===== config.mk =====
export PLATFORM = sky130hd
export DESIGN_NAME = io_in_port
export DESIGN_NICKNAME = d
export VERILOG_FILES = /design/src/rtl/io_in_port.sv
export SDC_FILE = /design/constraint.sdc
export NUM_CORES = 1
export LEC_CHECK = 0
export ABC_CLOCK_PERIOD_IN_PS = 4100
export CORE_MARGIN = 4
export CORE_UTILIZATION = 46
export DETAILED_ROUTE_END_ITERATION = 7
export PLACE_DENSITY = 0.69
export SYNTH_ARGS = -nofsm -noshare
export SYNTH_HDL_FRONTEND = slang
export SYNTH_SLANG_ARGS = --single-unit

===== constraint.sdc =====
create_clock -name clk -period 4.1 [get_ports clk]
set_input_delay 0.41 -clock clk [delete_from_list [all_inputs] [get_ports clk]]
set_output_delay 0.41 -clock clk [all_outputs]
set_load 0.02 [all_outputs]

===== src/rtl/io_in_port.sv =====
// rtl/io_in_port.sv - CPU input port: producer handshake into a small FIFO, bus-side read/pop and status
//
// Purpose
//   This is the world-to-CPU input port. An external producer pushes bytes
//   over a valid/ready handshake into a DEPTH-entry FIFO. The CPU reads the
//   head byte or a status byte through the combinational bus mux, and pops
//   the head with rd_en.
//
// Optional feature (macro IO_IN_OVERRUN_EN)
//   When defined, a sticky overrun flag records a byte the producer offered
//   while the port was not ready. A status read clears the flag. When
//   undefined, status bit 2 reads 0.
//
// Parameters
//   DEPTH  FIFO entries; power of two, at least 2
//   WIDTH  data width; 8 for the CPU bus low byte
//
// Ports
//   clk          in   gated CPU clock; all state changes on the rising edge
//   rst          in   synchronous active-high reset
//   ext_data     in   producer byte
//   ext_valid    in   producer offers ext_data
//   ext_ready    out  port can accept (!full && !rst)
//   out_en       in   drive head byte on out
//   stat_out_en  in   drive status byte on out (lower priority than out_en)
//   rd_en        in   pop head at this edge
//   out          out  bus source value; 0 when no enable is high
//   empty        out  FIFO holds no entries
//   full         out  FIFO holds DEPTH entries

module io_in_port #(
  parameter int DEPTH = 4,
  parameter int WIDTH = 8
) (
  input  logic             clk,
  input  logic             rst,
  input  logic [WIDTH-1:0] ext_data,
  input  logic             ext_valid,
  output logic             ext_ready,
  input  logic             out_en,
  input  logic             stat_out_en,
  input  logic             rd_en,
  output logic [WIDTH-1:0] out,
  output logic             empty,
  output logic             full
);

  localparam int            AW        = $clog2(DEPTH);
  localparam logic [AW:0]   L_FULL    = (AW+1)'(DEPTH);
  localparam logic [AW:0]   L_CNT_ONE = (AW+1)'(1);
  localparam logic [AW-1:0] L_PTR_ONE = AW'(1);

  logic [WIDTH-1:0] r_mem [DEPTH];
  logic [AW-1:0]    r_wptr;
  logic [AW-1:0]    r_rptr;
  logic [AW:0]      r_count;

  logic             w_push;
  logic             w_pop;
  logic             w_overrun;
  logic [WIDTH-1:0] w_head;
  logic [WIDTH-1:0] w_status;

  // Flags come from the registered count only, so ext_ready has no
  // combinational path from ext_valid.
  assign empty     = (r_count == '0);
  assign full      = (r_count == L_FULL);
  assign ext_ready = !full && !rst;

  // ext_ready already folds in rst and full, so a push in reset or into a
  // full FIFO is dropped. That holds even when the same edge pops.
  assign w_push = ext_valid && ext_ready;
  assign w_pop  = rd_en && !empty;

  always_ff @(posedge clk) begin
    if (rst) begin
      r_wptr  <= '0;
      r_rptr  <= '0;
      r_count <= '0;
    end else begin
      if (w_push) begin
        r_wptr <= r_wptr + L_PTR_ONE;
      end
      if (w_pop) begin
        r_rptr <= r_rptr + L_PTR_ONE;
      end
      case ({w_push, w_pop})
        2'b10:   r_count <= r_count + L_CNT_ONE;
        2'b01:   r_count <= r_count - L_CNT_ONE;
        default: r_count <= r_count;
      endcase
    end
  end

  // Storage needs no reset: slots beyond count are never presented.
  always_ff @(posedge clk) begin
    if (w_push) begin
      r_mem[r_wptr] <= ext_data;
    end
  end

`ifdef IO_IN_OVERRUN_EN
  logic r_overrun;
  logic w_ovr_set;
  logic w_ovr_clr;

  // A byte offered while not ready is lost. A set on the same edge as a
  // status read wins, so that loss is still reported.
  assign w_ovr_set = ext_valid && !ext_ready && !rst;
  assign w_ovr_clr = stat_out_en && !out_en;

  always_ff @(posedge clk) begin
    if (rst) begin
      r_overrun <= 1'b0;
    end else if (w_ovr_set) begin
      r_overrun <= 1'b1;
    end else if (w_ovr_clr) begin
      r_overrun <= 1'b0;
    end
  end

  assign w_overrun = r_overrun;
`else
  assign w_overrun = 1'b0;
`endif

  assign w_head   = empty ? '0 : r_mem[r_rptr];
  assign w_status = {{(WIDTH-3){1'b0}}, w_overrun, full, empty};

  // Bus mux shows pre-edge state. A read-and-pop returns the byte being
  // popped.
  always_comb begin
    out = '0;
    if (out_en) begin
      out = w_head;
    end else if (stat_out_en) begin
      out = w_status;
    end
  end

endmodule


==> out/summary.md <==
- Sum Neg Setup Slack: 0 ns
- Static Leakage: 0.7056 nW
- number of synthesized register bits: 41
- top cell type's share of synthesized area: 55.77%
- CTS root buf: clkbuf_8
- die area: 0.004789 mm2
- Seq pwr share: 48.5%
- Max Cap Violations: 0
- Crit Path Class: flop to primary output
- antenna violations before repair: 0
- synthesized-area fraction occupied by adder cells: 4.793%
- Die Width: 69.20 um
- post-synthesis sequential area ratio: 66.23%
- dominant combinational cell family by area after synthesis: multiplexers
- total wire length after detailed routing: 2.744 mm
- number of buffers created by CTS: 5
- HPWL after DPL: 2.010 mm
- combinational group share of total power: 30.6%
- critical path's slowest cell: dfxtp_1
- result of the run: finished, final reports clean
- fraction of the mapped netlist area in compound gates: 2.542%
- deepest clock path buffer count: 2
- routed vias: 930
- violation count after the first detailed-route iteration: 33
- worst hold start: r_wptr[0]$_SDFFE_PP0P_
- latest clock arrival within the worst-skew pair: 0.28 ns
- WP data required: 3.69 ns
- Clock Skew: 0.002471 ns
- launching element type of the critical path: flop
- end point of the worst hold path: r_wptr[0]$_SDFFE_PP0P_
- Tmin final: 2.653 ns
- setup repair after global routing missed its margin: no
- placeable core area: 0.003468 mm2
- signal arrival time at the worst endpoint: 2.24 ns
- Post-Synthesis Cell Area: 0.001723 mm2
- transition time at the pin with the least slew margin: 0.5358 ns
- worst reg-to-reg setup slack: 1.88 ns
- die height: 69.20 um
- number of different library cells in the post-synthesis netlist: 24
- net switching power figure: 339.3 uW
- worst path cell trace: mux4_2 -> inv_1 -> o22ai_1 -> clkdlybuf4s50_1
- Critical Path Fanout Max: 8
- Cells after Synth: 106
- share of async-settable or async-resettable flops after synthesis: 0%
- area fraction in and, or, nand and nor cells after synthesis: 9.659%
- switching share of power: 29.99%
- Main synth FF type: edfxtp_1
- overall global routing resource usage: 12.27%
- FP Rows: 21
- DR WL/cell: 15.16 um
- Port Buf Inserts: 24
- Crit Reg-Reg Startpoint: r_count[2]$_SDFFE_PP0P_
- crit share post-route: 64.71%
- number of nets with antenna violations after detailed routing: 0
- vias in the first global route: 975
- NumNets Final: 154
- top-level I/O count: 25
- share of synthesized area spent on multiplexers: 11.91%
- internal power summed over all cells: 792.0 uW
- Initial Util: 49.68%
- Cells on Worst Hold Path: 1
- total congestion overflow: 0
- number of warnings printed during yosys synthesis: 0
- Fmax: 376.9 MHz
- CTS tree: done
- total nets after synthesis: 126
- total count of max-transition violations in the final report: 0
- worst reg2reg path depth: 9
- total setup buffers inserted after CTS: 0
- global-route wire length before repair: 4.540 mm
- Final Wtd Congestion: 0.6888
- count of final setup violators: 0
- number of sinks on the clock net: 41
- most instantiated cells after synthesis: 32 x edfxtp_1, 9 x dfxtp_1, 9 x inv_1
- number of hold violations in the final report: 0
- post-detailed-route via-to-cell ratio: 5.138
- fraction of layout instances using a drive strength above 1: 15.56%
- cell with the most instances after synthesis: edfxtp_1
- relative slew slack: 64.23%
- peak ir drop on the vdd network: 0.0002185 V
- final routed DRC violation total: 0
- post-route core utilization: 60.17%
- Max stage delay on crit path: 0.66 ns
- cell type with the largest total area after synthesis: edfxtp_1
- number of buffers inserted for hold repair after clock tree synthesis: 0
- power density over the cells: 542.0 mW/mm2
- per-instance average area after synthesis: 16.25 um2
- kind of end point of the critical path: primary output
- final antenna diode count: 0
- biggest area contributors in the synthesized netlist: edfxtp_1 56%, dfxtp_1 10%, mux4_2 10%
- clock edge transition at the registers on the reported setup and hold paths: 0.07 ns
- Hold/Removal Path Class: flop to flop
- htree depth: 2
- FF-to-FF End: r_count[2]$_SDFFE_PP0P_
- signed area change from the synthesized netlist to the final layout: 21.13%
- XOR/XNOR Fraction of Synth Area: 2.033%
- share of total power in the clock network: 20.9%
- Initial DRT Pass Iterations: 4
- pin count of the biggest net entering global routing: 13
- number of flops mapped to enable cells by yosys: 32
- quantity of gates resized following cts: 0
power by group through the flow:
stage | combinational [mW] | clock [mW] | sequential (mW)
5_1_grt | 0.379 | 0.264 | 0.558
3_5_place_dp | 0.350 | 0 | 0.561
4_1_cts | 0.351 | 0.246 | 0.551
6_report | 0.346 | 0.237 | 0.548
2_1_floorplan | 0.256 | 0 | 0.527
3_3_place_gp | 0.341 | 0 | 0.557
critical path: cells and delay by family (launching register included):
kind	cells	cell delay, ns
flops	1	0.66
buf+inv	2	0.64
mux	1	0.58
compound gates	1	0.08
per-layer routing:
layer,track usage [%],share of wire (%)
met1,14.77,43
met2,20.66,52
met3,4.203,4.2
met4,3.905,0.51
met5,0,0
worst max-delay path by stage:
stage | to | start
final | out[1] | flop
after CTS | out[1] | flop
after detailed placement | r_count[2]$_SDFFE_PP0P_ | rst
after floorplan | r_count[2]$_SDFFE_PP0P_ | r_count[2]$_SDFFE_PP0P_
after global placement | r_count[2]$_SDFFE_PP0P_ | rst
after global routing | out[1] | flop
logic make-up (layout without fill, tap and decap cells):
kind of cell | Yosys count | after routing
DFF | 41 | 41
and+or+nand+nor | 26 | 26
buffers and inverters | 12 | 41
muxes | 10 | 10
AOI/OAI and AO/OA | 7 | 7
adders and majority gates | 6 | 6
xor gates and xnor gates | 4 | 4
state kept, by name, indices dropped and copies added, names as in the netlist, named ones only:
signal   cells
r_count      3
r_mem       32
r_rptr       2
r_wptr       2
through the flow:
step	instance area [um2]	power (mW)	std cells	hold WS, ns	setup slack, ns
4_1_cts	2087	1.148	181	0.5402	1.380
6_report	2087	1.131	181	0.5369	1.447
3_3_place_gp	2006	0.8983	173	0.5080	1.578
2_1_floorplan	1723	0.7832	106	0.4750	1.942
3_5_place_dp	2006	0.9102	173	0.5197	1.477
5_1_grt	2087	1.202	181	0.5720	1.299
cell usage in the layout, fill, tap and decap left out, types with 4 or more instances in the layout:
| master | n |
|---|---|
| clkdlybuf4s50_1 | 24 |
| and2_2 | 4 |
| nor2b_1 | 6 |
| clkbuf_8 | 5 |
| edfxtp_1 | 32 |
| xor2_1 | 4 |
| nor2_1 | 8 |
| inv_1 | 9 |
| ha_1 | 5 |
| dfxtp_1 | 9 |
| mux4_2 | 8 |
final cells by class:
cell class	count	area, um2
Multi-Input combinational cell	53	533.0
Tap cell	46	57.56
Fill cell	286	1381
Timing Repair Buffer	24	240.2
Clock buffer	5	68.82
Sequential cell	41	1141
Clock inverter	3	12.51
Inverter	9	33.78
Power figures use the tool's default switching activity.
